`src/rtl/pio_irq_servicer_if.sv`:
```
// Avalon-MM link between the interrupt servicer (master) and a 6-bit
// edge-capturing PIO (slave), including the PIO's level interrupt.
interface pio_irq_servicer_if;
  logic [1:0]  pio_address;
  logic        pio_chipselect;
  logic        pio_write_n;
  logic [31:0] pio_writedata;
  logic [31:0] pio_readdata;
  logic        pio_irq;

  modport master (
    output pio_address,
    output pio_chipselect,
    output pio_write_n,
    output pio_writedata,
    input  pio_readdata,
    input  pio_irq
  );

  modport slave (
    input  pio_address,
    input  pio_chipselect,
    input  pio_write_n,
    input  pio_writedata,
    output pio_readdata,
    output pio_irq
  );
endinterface

```
`src/rtl/pio_irq_servicer.sv`:
```
// Hardware ISR for an edge-capturing PIO: programs irq_mask, services pio_irq
// by reading/clearing edge_capture and sampling the level, and queues events.
module pio_irq_servicer #(
  parameter int               WIDTH     = 6,
  parameter int               DEPTH     = 4,
  parameter logic [WIDTH-1:0] INIT_MASK = WIDTH'(6'h3F)
) (
  input  logic                 clk,
  input  logic                 reset_n,
  pio_irq_servicer_if.master   pio,
  input  logic [WIDTH-1:0]     cfg_mask,
  input  logic                 cfg_mask_wr,
  output logic                 evt_valid,
  output logic [WIDTH-1:0]     evt_edges,
  output logic [WIDTH-1:0]     evt_level,
  input  logic                 evt_ready,
  output logic [7:0]           ovf_count,
  input  logic                 ovf_clr,
  output logic                 busy
);

  localparam int PTR_W = (DEPTH > 1) ? $clog2(DEPTH) : 1;
  localparam int CNT_W = PTR_W + 1;

  typedef enum logic [2:0] {
    ST_INIT   = 3'd0,
    ST_IDLE   = 3'd1,
    ST_RD_CAP = 3'd2,
    ST_CLR    = 3'd3,
    ST_RD_LVL = 3'd4,
    ST_PUSH   = 3'd5
  } state_t;

  state_t             state_r;
  state_t             state_s;
  logic               init_wr_r;
  logic               cfg_pend_r;
  logic [WIDTH-1:0]   mask_r;
  logic [WIDTH-1:0]   cap_r;

  logic               cs_r;
  logic               wn_r;
  logic [1:0]         addr_r;
  logic [31:0]        wd_r;
  logic               cs_s;
  logic               wn_s;
  logic [1:0]         addr_s;
  logic [31:0]        wd_s;
  logic               busy_r;

  logic [WIDTH-1:0]   edges_mem_r [DEPTH];
  logic [WIDTH-1:0]   level_mem_r [DEPTH];
  logic [PTR_W-1:0]   wr_ptr_r;
  logic [PTR_W-1:0]   rd_ptr_r;
  logic [CNT_W-1:0]   cnt_r;
  logic               valid_r;
  logic [WIDTH-1:0]   head_edges_r;
  logic [WIDTH-1:0]   head_level_r;
  logic [7:0]         ovf_r;

  logic [WIDTH-1:0]   lvl_s;
  logic               do_pop_s;
  logic               push_req_s;
  logic               full_s;
  logic               do_push_s;
  logic               ovf_s;
  logic [PTR_W-1:0]   wr_ptr_s;
  logic [PTR_W-1:0]   rd_ptr_s;
  logic [CNT_W-1:0]   cnt_s;
  logic [WIDTH-1:0]   head_edges_s;
  logic [WIDTH-1:0]   head_level_s;

  assign lvl_s = pio.pio_readdata[WIDTH-1:0];

  // Next-state logic; INIT holds until its write has actually been driven on the bus
  always_comb begin
    state_s = state_r;
    case (state_r)
      ST_INIT: begin
        if (init_wr_r) begin
          state_s = ST_IDLE;
        end else begin
          state_s = ST_INIT;
        end
      end
      ST_IDLE: begin
        if (cfg_pend_r) begin
          state_s = ST_INIT;
        end else if (pio.pio_irq) begin
          state_s = ST_RD_CAP;
        end else begin
          state_s = ST_IDLE;
        end
      end
      ST_RD_CAP: state_s = ST_CLR;
      ST_CLR:    state_s = ST_RD_LVL;
      ST_RD_LVL: state_s = ST_PUSH;
      ST_PUSH:   state_s = ST_IDLE;
      default:   state_s = ST_INIT;
    endcase
  end

  // Bus access decode from the next state, so the registered access lines up with its state
  always_comb begin
    cs_s   = 1'b0;
    wn_s   = 1'b1;
    addr_s = 2'd0;
    wd_s   = 32'd0;
    case (state_s)
      ST_INIT: begin
        cs_s   = 1'b1;
        wn_s   = 1'b0;
        addr_s = 2'd2;
        wd_s   = 32'(mask_r);
      end
      ST_RD_CAP: begin
        cs_s   = 1'b1;
        addr_s = 2'd3;
      end
      ST_CLR: begin
        cs_s   = 1'b1;
        wn_s   = 1'b0;
        addr_s = 2'd3;
      end
      ST_RD_LVL: begin
        cs_s   = 1'b1;
        addr_s = 2'd0;
      end
      default: begin
        cs_s   = 1'b0;
      end
    endcase
  end

  // FSM state, bus output registers and busy flag
  always_ff @(posedge clk or negedge reset_n) begin
    if (!reset_n) begin
      state_r   <= ST_INIT;
      init_wr_r <= 1'b0;
      cs_r      <= 1'b0;
      wn_r      <= 1'b1;
      addr_r    <= 2'd0;
      wd_r      <= 32'd0;
      busy_r    <= 1'b1;
    end else begin
      state_r   <= state_s;
      init_wr_r <= (state_s == ST_INIT);
      cs_r      <= cs_s;
      wn_r      <= wn_s;
      addr_r    <= addr_s;
      wd_r      <= wd_s;
      busy_r    <= (state_s != ST_IDLE);
    end
  end

  // Mask shadow and pending flag; a new request wins over the clear on INIT entry
  always_ff @(posedge clk or negedge reset_n) begin
    if (!reset_n) begin
      mask_r     <= INIT_MASK;
      cfg_pend_r <= 1'b0;
    end else begin
      if (cfg_mask_wr) begin
        mask_r     <= cfg_mask;
        cfg_pend_r <= 1'b1;
      end else if ((state_s == ST_INIT) && (state_r != ST_INIT)) begin
        cfg_pend_r <= 1'b0;
      end else begin
        cfg_pend_r <= cfg_pend_r;
      end
    end
  end

  // Captured edges, filtered by the mask in force during CLR
  always_ff @(posedge clk or negedge reset_n) begin
    if (!reset_n) begin
      cap_r <= '0;
    end else if (state_r == ST_CLR) begin
      cap_r <= lvl_s & mask_r;
    end else begin
      cap_r <= cap_r;
    end
  end

  // FIFO control: a full FIFO still accepts a push when the head is popped in the same cycle
  always_comb begin
    do_pop_s   = valid_r & evt_ready;
    push_req_s = (state_r == ST_PUSH) && (cap_r != '0);
    full_s     = (cnt_r == CNT_W'(DEPTH));
    do_push_s  = push_req_s && (!full_s || do_pop_s);
    ovf_s      = push_req_s && full_s && !do_pop_s;
    if (do_push_s) begin
      wr_ptr_s = wr_ptr_r + PTR_W'(1);
    end else begin
      wr_ptr_s = wr_ptr_r;
    end
    if (do_pop_s) begin
      rd_ptr_s = rd_ptr_r + PTR_W'(1);
    end else begin
      rd_ptr_s = rd_ptr_r;
    end
    case ({do_push_s, do_pop_s})
      2'b10:   cnt_s = cnt_r + CNT_W'(1);
      2'b01:   cnt_s = cnt_r - CNT_W'(1);
      default: cnt_s = cnt_r;
    endcase
  end

  // Next head value; forward the incoming event when it lands in the head slot
  always_comb begin
    head_edges_s = '0;
    head_level_s = '0;
    if (cnt_s == CNT_W'(0)) begin
      head_edges_s = '0;
      head_level_s = '0;
    end else if (do_push_s && (wr_ptr_r == rd_ptr_s)) begin
      head_edges_s = cap_r;
      head_level_s = lvl_s;
    end else begin
      head_edges_s = edges_mem_r[rd_ptr_s];
      head_level_s = level_mem_r[rd_ptr_s];
    end
  end

  // FIFO storage, pointers and registered head
  always_ff @(posedge clk or negedge reset_n) begin
    if (!reset_n) begin
      for (int i = 0; i < DEPTH; i++) begin
        edges_mem_r[i] <= '0;
        level_mem_r[i] <= '0;
      end
      wr_ptr_r     <= '0;
      rd_ptr_r     <= '0;
      cnt_r        <= '0;
      valid_r      <= 1'b0;
      head_edges_r <= '0;
      head_level_r <= '0;
    end else begin
      if (do_push_s) begin
        edges_mem_r[wr_ptr_r] <= cap_r;
        level_mem_r[wr_ptr_r] <= lvl_s;
      end
      wr_ptr_r     <= wr_ptr_s;
      rd_ptr_r     <= rd_ptr_s;
      cnt_r        <= cnt_s;
      valid_r      <= (cnt_s != CNT_W'(0));
      head_edges_r <= head_edges_s;
      head_level_r <= head_level_s;
    end
  end

  // Saturating dropped-event counter; a same-cycle clear still records the new drop
  always_ff @(posedge clk or negedge reset_n) begin
    if (!reset_n) begin
      ovf_r <= 8'd0;
    end else if (ovf_clr) begin
      ovf_r <= ovf_s ? 8'd1 : 8'd0;
    end else if (ovf_s && (ovf_r != 8'hFF)) begin
      ovf_r <= ovf_r + 8'd1;
    end else begin
      ovf_r <= ovf_r;
    end
  end

  assign pio.pio_address    = addr_r;
  assign pio.pio_chipselect = cs_r;
  assign pio.pio_write_n    = wn_r;
  assign pio.pio_writedata  = wd_r;
  assign evt_valid          = valid_r;
  assign evt_edges          = head_edges_r;
  assign evt_level          = head_level_r;
  assign ovf_count          = ovf_r;
  assign busy               = busy_r;

endmodule

```
`src/flat_wrapper.sv`:
```
// flat-port wrapper written by rule: the top's interface ports become plain ports
module pio_irq_servicer_flat 
#(
  parameter int               WIDTH     = 6,
  parameter int               DEPTH     = 4,
  parameter logic [WIDTH-1:0] INIT_MASK = WIDTH'(6'h3F)
)
  (clk, reset_n, cfg_mask, cfg_mask_wr, evt_valid, evt_edges, evt_level, evt_ready, ovf_count, ovf_clr, busy, pio_pio_address, pio_pio_chipselect, pio_pio_write_n, pio_pio_writedata, pio_pio_readdata, pio_pio_irq);
  pio_irq_servicer_if pio_i ();
  input  logic clk;
  input  logic reset_n;
  input  logic [WIDTH-1:0] cfg_mask;
  input  logic cfg_mask_wr;
  output logic evt_valid;
  output logic [WIDTH-1:0] evt_edges;
  output logic [WIDTH-1:0] evt_level;
  input  logic evt_ready;
  output logic [7:0] ovf_count;
  input  logic ovf_clr;
  output logic busy;
  output wire logic [$bits(pio_i.pio_address)-1:0] pio_pio_address;
  output wire logic [$bits(pio_i.pio_chipselect)-1:0] pio_pio_chipselect;
  output wire logic [$bits(pio_i.pio_write_n)-1:0] pio_pio_write_n;
  output wire logic [$bits(pio_i.pio_writedata)-1:0] pio_pio_writedata;
  input wire logic [$bits(pio_i.pio_readdata)-1:0] pio_pio_readdata;
  input wire logic [$bits(pio_i.pio_irq)-1:0] pio_pio_irq;
  assign pio_pio_address = pio_i.pio_address;
  assign pio_pio_chipselect = pio_i.pio_chipselect;
  assign pio_pio_write_n = pio_i.pio_write_n;
  assign pio_pio_writedata = pio_i.pio_writedata;
  assign pio_i.pio_readdata = pio_pio_readdata;
  assign pio_i.pio_irq = pio_pio_irq;
  pio_irq_servicer #(.WIDTH(WIDTH), .DEPTH(DEPTH), .INIT_MASK(INIT_MASK)) u_core (.clk(clk), .reset_n(reset_n), .pio(pio_i), .cfg_mask(cfg_mask), .cfg_mask_wr(cfg_mask_wr), .evt_valid(evt_valid), .evt_edges(evt_edges), .evt_level(evt_level), .evt_ready(evt_ready), .ovf_count(ovf_count), .ovf_clr(ovf_clr), .busy(busy));
endmodule
```
`config.mk`:
```
export PLATFORM = sky130hd
export DESIGN_NAME = pio_irq_servicer_flat
export DESIGN_NICKNAME = d
export VERILOG_FILES = /design/src/rtl/pio_irq_servicer_if.sv /design/src/rtl/pio_irq_servicer.sv /design/src/flat_wrapper.sv
export SDC_FILE = /design/constraint.sdc
export NUM_CORES = 1
export LEC_CHECK = 0
export ABC_AREA = 1
export BUFFER_PORTS_ARGS = -buffer_cell sky130_fd_sc_hd__buf_2
export CAP_MARGIN = 30
export CELL_PAD_IN_SITES_DETAIL_PLACEMENT = 1
export CELL_PAD_IN_SITES_GLOBAL_PLACEMENT = 2
export CORE_UTILIZATION = 35
export CTS_BUF_LIST = sky130_fd_sc_hd__clkbuf_16
export DETAILED_ROUTE_END_ITERATION = 8
export HOLD_SLACK_MARGIN = 0.12
export PLACE_DENSITY_LB_ADDON = 0.1
export SLEW_MARGIN = 20
export SYNTH_ARGS = -nofsm -noshare
export SYNTH_HDL_FRONTEND = slang
export SYNTH_SLANG_ARGS = --single-unit
```
`constraint.sdc`:
```
create_clock -name clk -period 3.4 [get_ports clk]
set_input_delay 0.51 -clock clk [delete_from_list [all_inputs] [get_ports clk]]
set_output_delay 0.51 -clock clk [all_outputs]
set_load 0.02 [all_outputs]
```
Word-level counts from Yosys, hierarchy flattened
Index checks and enable logic that the tools add are counted.
{"block": "totals", "latch_bits": 0, "elab_cells": 102, "romBits": 0, "inputBits": 44, "ramBits": 0, "regBits": 104, "mem_count": 0, "output_inout_bits": 58}
{"block": "op_classes", "multipliers": 0, "eq_ne": 14, "div_mod_pow": 0, "n_mux": 29, "n_shift": 0, "addsub": 5, "n_bitwise": 4, "n_reduce_logical": 22, "order_cmp": 3}
{"op": "6-bit 2-to-1 mux", "n": 10}
{"op": "24-bit bitwise mux", "n": 2}
{"op": "6-bit binary-select mux with 2-bit select", "n": 2}
{"op": "3-bit one-hot mux with 6 select lines", "n": 1}
{"op": "8-bit 2-to-1 mux", "n": 2}
{"op": "6-bit demux with 2-bit select", "n": 1}
{"op": "3-bit by 2-bit equality test with 1-bit output (second input constant)", "n": 4}
{"op": "3-bit equality test (second input constant)", "n": 4}
{"op": "3-bit logical NOT", "n": 3}
{"op": "8-bit by 1-bit adder with 8-bit output (second input constant)", "n": 1}
{"op": "1-bit logical AND", "n": 8}
{"op": "8-bit != test (second input constant)", "n": 1}
{"op": "6-bit AND", "n": 1}
{"op": "3-bit greater-or-equal comparator (second input constant)", "n": 2}
{"op": "1-bit 2-to-1 mux", "n": 6}
{"op": "2-bit inverter with 3-bit output", "n": 2}
{"op": "3-bit one-hot mux with 2 select lines", "n": 1}
{"op": "3-bit nonzero test", "n": 2}
{"op": "6-bit nonzero test", "n": 1}
{"op": "2-bit by 1-bit adder with 2-bit output (second input constant)", "n": 2}
{"op": "2-bit 2-to-1 mux", "n": 2}
{"op": "2-bit one-hot mux with 2 select lines", "n": 1}
{"op": "2-bit nonzero test", "n": 2}
{"op": "2-bit OR reduction", "n": 2}
{"op": "other kinds (13)", "n": 14}

Depth between registers and ports, before layout
Gate-level depths: netlist of the first run.
{"block": "logic_depth", "word_depth": 8, "depth_mapped": 13, "ltp_nobuf": 12}

Worst setup path before layout of the first run
OpenSTA, ideal clock, no wires.
{"block": "synth_path", "path_kind": "register to register", "start": "register u_core.cap_r[3]", "end": "register u_core.head_edges_r[1], in the netlist u_core.evt_edges[1]", "synth_period_minus_slack_ns": 2.055, "stages_incl_launch_ff": 12, "required_time_ns": 3.274, "path_buffers": 1, "arrival_time_ns": 1.929, "setup_ns": 0.126, "path_slack_ns": 1.345, "cell_sequence": "dfrtp_1 nor2_1 nand3_1 nand2_1 nand2_1 fa_1 inv_1 nand3_1 nand2_1 nor2_1 buf_2 a21oi_1"}
{"block": "synth_between", "elab_chain_cells": 7, "word_cells_on_any_way": 10, "cone_classes": "eq/ne: 2; mux: 3; reduce/logical: 5"}
{"element": "from (decl)", "line": "pio_irq_servicer.sv:39", "text": "logic [WIDTH-1:0] cap_r;"}
{"element": "from (signal assigned)", "line": "pio_irq_servicer.sv:178", "text": "cap_r <= lvl_s & mask_r;"}
{"element": "from (signal assigned)", "line": "pio_irq_servicer.sv:180", "text": "cap_r <= cap_r;"}
{"element": "6-bit nonzero test *", "line": "pio_irq_servicer.sv:187", "text": "push_req_s = (state_r == ST_PUSH) && (cap_r != '0);"}
{"element": "1-bit logical AND *", "line": "pio_irq_servicer.sv:187"}
{"element": "1-bit logical AND *", "line": "pio_irq_servicer.sv:189", "text": "do_push_s = push_req_s && (!full_s || do_pop_s);"}
{"element": "2-bit by 1-bit equality test with 1-bit output / 2-bit equality test (equally long branches)", "line": "pio_irq_servicer.sv:201", "text": "case ({do_push_s, do_pop_s})"}
{"element": "3-bit one-hot mux with 2 select lines *", "line": "pio_irq_servicer.sv:201"}
{"element": "net u_core.cnt_s[1]", "line": "pio_irq_servicer.sv:69", "text": "logic [CNT_W-1:0] cnt_s;"}
{"element": "3-bit logical NOT *", "line": "pio_irq_servicer.sv:212", "text": "if (cnt_s == CNT_W'(0)) begin"}
{"element": "6-bit 2-to-1 mux *", "line": "pio_irq_servicer.sv:212"}
{"element": "net u_core.head_edges_s[1]", "line": "pio_irq_servicer.sv:70", "text": "logic [WIDTH-1:0] head_edges_s;"}
{"element": "to (signal assigned)", "line": "pio_irq_servicer.sv:246", "text": "head_edges_r <= head_edges_s;"}
{"element": "to (decl)", "line": "pio_irq_servicer.sv:57", "text": "logic [WIDTH-1:0] head_edges_r;"}
The timed path passes the listed nets; every way through them passes the cells marked *.
A chain may end at the register's enable or synchronous reset.

Worst setup path in the final report of the first run
{"block": "layout_path", "start": "register u_core.cap_r[5]", "end": "register u_core.head_edges_r[5], in the netlist u_core.evt_edges[5]"}
Same word-level chain as after synthesis.

==> results of run 1 <==
worst max-delay path, cell delays in order, from the launching register on:
cell and delay [ns]:
dfrtp_1 0.38, nor2_1 0.12, nand3_1 0.24, nand2_1 0.16, nand2_1 0.14, fa_1 0.53, inv_1 0.04, nand3_1 0.07
nand2_1 0.07, nor2_1 0.58, a21oi_1 0.16
synth_stat cells, types with 7 or more instances:
master    instances  share of area
mux2_1           24          0.055
dfstp_2           8          0.043
buf_4            26          0.039
inv_1            40          0.030
nand3b_1          7          0.011
o21a_1           24          0.036
buf_2            11          0.011
nor2_1           22          0.017
nand3_1          52          0.053
o21ai_0          17          0.017
nand2_1         165           0.13
dfrtp_1          96           0.49
a21oi_1          17          0.017
cell type report:
type                       count  share of cell area
multi-input combinational    379               0.357
clock buffer                   9              0.0406
tap                          180              0.0406
sequential                   104               0.471
timing repair buffer          54              0.0537
inverter                      46              0.0311
clock inverter                 7             0.00587
metal layers:
layer  global-route usage  up-vias  part of all wire
li1                     -     1802                 -
met1                0.247     1797              0.50
met2                0.289       68              0.46
met3               0.0259       14             0.026
met4               0.0648        0             0.016
met5                    0        -                 0
power by group through the flow:
| stage | Combinational, mW | Clock, mW | Sequential [mW] |
|---|---|---|---|
| final | 2.06 | 0.934 | 1.95 |
| after global routing | 2.35 | 1.01 | 2.01 |
| after CTS | 2.10 | 0.966 | 1.96 |
| after detailed placement | 2.10 | 0 | 1.98 |
| after global placement | 2.05 | 0 | 1.95 |
| after floorplan | 1.36 | 0 | 2.07 |
logic make-up after synthesis:
family                   after synthesis  share of synthesized area
AND/OR/NAND/NOR                      258                      0.227
other                                  1                   0.000759
multiplexers                          24                     0.0547
buffers and inverters                 89                     0.0901
XOR/XNOR                               3                    0.00532
adder cells (fa/ha/maj)                6                     0.0167
flip-flops                           104                      0.528
AO/OA/AOI/OAI                         62                     0.0769
registers in the layout, indices dropped and copies added, names as in the netlist:
name	flops
u_core.level_mem_r	24
u_core.rd_ptr_r	2
u_core.pio.pio_address	2
u_core.wr_ptr_r	2
u_core.edges_mem_r	24
u_core.cfg_pend_r	1
u_core.init_wr_r	1
u_core.pio.pio_writedata	6
u_core.evt_level	6
u_core.mask_r	6
u_core.state_r	3
u_core.ovf_count	8
u_core.cap_r	6
u_core.pio.pio_write_n	1
u_core.busy	1
u_core.pio.pio_chipselect	1
u_core.cnt_r	3
u_core.evt_valid	1
u_core.evt_edges	6
cells in the final DEF (no fill, tap or decap), types with 2 or more instances in the layout:
cell type | Yosys | layout
a21oi_1 | 17 | 17
buf_2 | 11 | 48
buf_4 | 26 | 5
clkbuf_16 | 0 | 9
clkinv_1 | 0 | 3
conb_1 | 1 | 26
dfrtp_1 | 96 | 96
dfstp_2 | 8 | 8
ha_1 | 5 | 5
inv_1 | 40 | 42
inv_2 | 6 | 6
mux2_1 | 24 | 24
nand2_1 | 165 | 165
nand3_1 | 52 | 52
nand3b_1 | 7 | 7
nand4_1 | 2 | 2
nor2_1 | 22 | 22
nor2_4 | 5 | 5
nor3_1 | 3 | 3
o21a_1 | 24 | 24
o21ai_0 | 17 | 17
o31ai_1 | 2 | 2
xor2_1 | 3 | 3
stage by stage:
step	cell area, um2	util	hold WS (ns)
floorplan	5040	-	0.214
global placement	5290	0.382	0.467
detailed placement	5290	0.382	0.475
CTS	5550	0.401	0.252
global route	5550	0.401	0.292
finish	5550	0.401	0.219
how the worst max path moves through the flow:
stage                                      startpoint                            end  slack, ns  cells after the start
after floorplan           u_core.cap_r[3]$_DFFE_PN0P_  u_core.evt_edges[1]$_DFF_PN0_       1.35                     11
after global placement    u_core.cap_r[5]$_DFFE_PN0P_  u_core.evt_edges[0]$_DFF_PN0_       0.81                     10
after detailed placement  u_core.cap_r[5]$_DFFE_PN0P_  u_core.evt_edges[5]$_DFF_PN0_       0.70                     10
after CTS                 u_core.cap_r[5]$_DFFE_PN0P_  u_core.evt_edges[5]$_DFF_PN0_       0.69                     10
after global routing      u_core.cap_r[5]$_DFFE_PN0P_  u_core.evt_edges[5]$_DFF_PN0_       0.47                     10
final                     u_core.cap_r[5]$_DFFE_PN0P_  u_core.evt_edges[5]$_DFF_PN0_       0.75                     10
==> flow_metrics.env, run 1 <==
export IMPL_p_leak_nw=2.81
export IMPL_max_vdd_ir_drop_v=0.000312
export IMPL_worstReg2RegStart="u_core.cap_r[5]$_DFFE_PN0P_"
export IMPL_p_int_mw=2.87
export IMPL_io_buffers=49
export IMPL_critical_path_required_ns=3.59
export IMPL_cp_start_kind="register"
export IMPL_synth_edf_count=0
export IMPL_reg2reg_to="u_core.evt_edges[5]$_DFF_PN0_"
export IMPL_clockPowerShare=0.189
export IMPL_coreArea_mm2=0.0138
export IMPL_multi_input_area_mm2=0.00198
export IMPL_yosysWarnings=0
export IMPL_fin_nets=644
export IMPL_synthFlopType="dfrtp_1"
export IMPL_grt_pass1_vias=3831
export IMPL_gp_congestion=0.696
export IMPL_h_tree_depth=3
export IMPL_p_comb_frac=0.416
export IMPL_grt_total_usage=0.180
export IMPL_postCtsSetupBuffers=0
export IMPL_overflow=0
export IMPL_hold_viol_final=0
export IMPL_grt_start_max_net_pins=55
export IMPL_synthCells=547
export IMPL_ys_seq_area_frac=0.528
export IMPL_worstRegToRegCells=10
export IMPL_period_needed_ns=2.65
export IMPL_netlist_area_mm2=0.00494
export IMPL_worst_slew_pin_slew_ns=0.755
export IMPL_vias=3681
export IMPL_synth_cell_type_count=28
export IMPL_finalWorstSetupSlack_ns=0.747
export IMPL_power_switching_mw=2.07
export IMPL_placed_cells=763
export IMPL_die_h_um=121
export IMPL_slew_viol_final=0
export IMPL_regArea_mm2=0.00261
export IMPL_clockRootBuffer="clkbuf_16"
export IMPL_cts_tree="done"
export IMPL_grt_antenna_before_repair=0
export IMPL_drv_cap=0
export IMPL_insertedDiodeCount=0
export IMPL_end_kind="register"
export IMPL_status="finished, final reports clean"
export IMPL_async_reset_ff_frac=1.00
export IMPL_grt_first_pass_wirelength_mm=19.8
export IMPL_fin_tns_setup_ns=0
export IMPL_post_cts_resized=0
export IMPL_ios=102
export IMPL_cts_sinks=104
export IMPL_synth_avg_cell_area_um2=9.04
export IMPL_p_per_area_mw_per_mm2=892
export IMPL_relSlewSlack=0.495
export IMPL_first_pass_iters=4
export IMPL_wire_per_inst_um=15.1
export IMPL_setup_viol_count_final=0
export IMPL_clk_latency_ns=0.35
export IMPL_clkTransAtPathRegs_ns=0.07
export IMPL_fillCellCount=1640
export IMPL_critPathMaxFanout=13
export IMPL_drc=0
export IMPL_rrSetupSlack_ns=0.75
export IMPL_area_delta_synth_final_pct=12.2
export IMPL_ant_nets=0
export IMPL_power_frac_seq=0.395
export IMPL_dp_hpwl_mm=8.31
export IMPL_finalClockSkew_ns=0.00628
export IMPL_hold_path_class="primary input to async pin"
export IMPL_vias_per_cell=4.73
export IMPL_final_cells=779
export IMPL_holdBufCountCts=0
export IMPL_cts_buffer_depth=2
export IMPL_chipWidth_um=121
export IMPL_critical_path_class="register to register"
export IMPL_swShare=0.419
export IMPL_numCtsBuffers=9
export IMPL_layout_drive_gt1_share=0.144
export IMPL_fin_crit_sh=0.780
export IMPL_routed_wl_mm=11.8
export IMPL_power_mw=4.94
export IMPL_dieArea_mm2=0.0146
export IMPL_pre_cts_ws_ns=0.697
export IMPL_row_count=43
export IMPL_drt_iter0_markers=90
export IMPL_rsz0062_at_grt="false"
export IMPL_worstPathArrival_ns=2.84
export IMPL_yosys_register_bits=104
export IMPL_start_util=0.358
export IMPL_fmax_mhz=377
Note: power is estimated with default switching activity, not from simulation.
==> run 2, diff against run 1 <==
CORE_UTILIZATION = 30   (was 35)
clock period = 2.4 ns   (was 3.4 ns; I/O delays follow)
==> run 2 against run 1 <==
Compared with the run above:
- total power rose by 49%
- first-iteration DRC count fell by 17%
- sequential power rose by 42%
- flip-flop and latch count did not move
- die area rose by 16%
- count of clock-buffer cells in the layout did not move
==> flow_metrics.env, run 2 (synthesis gave the netlist of run 1 again) <==
export IMPL_crit_chain="nor2_1 -> nand3_1 -> nand2_1 -> nand2_1 -> fa_1 -> inv_1 -> nand3_1 -> nand2_1 -> nor2_1 -> buf_4 -> a21oi_1"
export IMPL_p_leak_nw=2.91
export IMPL_cts_tree="done"
export IMPL_insertedDiodeCount=0
export IMPL_worst_path_most_repeated_cell="nand2_1"
export IMPL_coreArea_mm2=0.0160
export IMPL_hold_viol_final=0
export IMPL_vias=3790
export IMPL_worstPathArrival_ns=2.43
export IMPL_hold_path_class="primary input to register"
export IMPL_gp_congestion=0.760
export IMPL_max_stage_delay_ns=0.52
export IMPL_clkTransAtPathRegs_ns=0.07
export IMPL_layout_drive_gt1_share=0.167
export IMPL_slew_viol_final=0
export IMPL_h_tree_depth=3
export IMPL_relSlewSlack=0.593
export IMPL_first_pass_iters=4
export IMPL_fmax_mhz=455
export IMPL_worst_slew_pin_slew_ns=0.611
export IMPL_status="finished, final reports clean"
export IMPL_grt_first_pass_wirelength_mm=20.9
export IMPL_worstRegToRegCells=11
export IMPL_die_h_um=130
export IMPL_io_buffers=49
export IMPL_dieArea_mm2=0.0170
export IMPL_final_common_cell="nand2_1"
export IMPL_max_vdd_ir_drop_v=0.000578
export IMPL_cp_start_kind="register"
export IMPL_timing_hold_ws_ns=0.213
export IMPL_grt_total_usage=0.166
export IMPL_cts_sinks=104
export IMPL_final_cell_mix="165 x nand2_1, 96 x dfrtp_1, 52 x nand3_1, 48 x buf_2, 42 x inv_1"
export IMPL_clockRootBuffer="clkbuf_16"
export IMPL_period_needed_ns=2.20
export IMPL_overflow=0
export IMPL_grt_start_max_net_pins=46
export IMPL_grt_pass1_vias=3892
export IMPL_vias_per_cell=4.56
export IMPL_fin_nets=660
export IMPL_drc=0
export IMPL_setup_viol_count_final=0
export IMPL_cpMaxStageDelayCell="fa_1"
export IMPL_rsz0062_at_grt="false"
export IMPL_dp_hpwl_mm=9.05
export IMPL_finalWorstSetupSlack_ns=0.203
export IMPL_ios=102
export IMPL_drt_iter0_markers=75
export IMPL_row_count=46
export IMPL_chipWidth_um=130
export IMPL_postCtsSetupBuffers=0
export IMPL_pre_cts_ws_ns=0.191
export IMPL_critPathMaxFanout=13
export IMPL_clk_latency_ns=0.35
export IMPL_numCtsBuffers=9
export IMPL_critical_path_required_ns=2.63
export IMPL_p_per_area_mw_per_mm2=1280
export IMPL_critical_path_class="register to register"
export IMPL_finalClockSkew_ns=0.00781
export IMPL_drv_cap=0
export IMPL_fin_crit_sh=0.915
export IMPL_ant_nets=0
export IMPL_fin_tns_setup_ns=0
export IMPL_end_kind="register"
export IMPL_hold_depth=3
export IMPL_routed_wl_mm=12.8
export IMPL_wire_per_inst_um=15.4
export IMPL_area_delta_synth_final_pct=16.7
export IMPL_grt_antenna_before_repair=0
export IMPL_cts_buffer_depth=2
export IMPL_start_util=0.309
[run 2: layout make-up]
| cell class | instances | area, um2 |
|---|---|---|
| well taps | 216 | 270 |
| inverters | 46 | 173 |
| flip-flops and latches | 104 | 2610 |
| clock buffers | 9 | 225 |
| fillers | 1929 | 10200 |
| repair buffers | 70 | 445 |
| clock inverters | 7 | 62.6 |
| multi-input cells | 379 | 1980 |
[run 2: worst paths after layout]
check                                             startpoint                                 to  slack, ns
hold / removal                                   cfg_mask[5]       u_core.mask_r[5]$_DFFE_PN1P_       0.21
min in group asynchronous                            reset_n      u_core.evt_edges[0]$_DFF_PN0_       0.56
setup / recovery                 u_core.cap_r[3]$_DFFE_PN0P_      u_core.evt_level[0]$_DFF_PN0_       0.20
hold reg to reg            u_core.level_mem_r[4]$_DFFE_PN0P_  u_core.level_mem_r[4]$_DFFE_PN0P_       0.49
max in group asynchronous                            reset_n      u_core.evt_level[1]$_DFF_PN0_       1.10
setup reg to reg                 u_core.cap_r[3]$_DFFE_PN0P_      u_core.evt_level[0]$_DFF_PN0_       0.20
[run 2: metal layers]
metal	vias up	GRT usage	wire length (um)
li1	1850	-	-
met1	1875	0.219	6210
met2	50	0.276	6100
met3	15	0.0234	266
met4	0	0.0629	206
met5	-	0	0
[run 2: what timing repair did]
item	CTS	global route
gates resized for setup	0	0
hold buffers	1	0
endpoints found under the hold margin	35	0
[run 2: through the flow]
stage,power (mW),cells,area [um2],utilization
finish,7.39,831,5770,0.360
global route,8.02,831,5770,0.360
CTS,7.52,831,5770,0.360
detailed placement,6.01,814,5470,0.342
global placement,5.89,814,5470,0.342
floorplan,4.86,572,5040,-
[run 2: power by group]
part           total, mW  switching [mW]  internal (mW)
sequential          2.76           0.317           2.45
clock               1.48           0.682          0.801
combinational       3.14            2.05           1.09
total               7.39            3.05           4.34
[run 2: critical path: cells and delay by family, from the launching register on]
family / cells / cell delay [ns]
simple gates: 7 / 0.82
fa+ha+maj: 1 / 0.52
flops: 1 / 0.38
buf+inv: 2 / 0.25
compound gates: 1 / 0.10
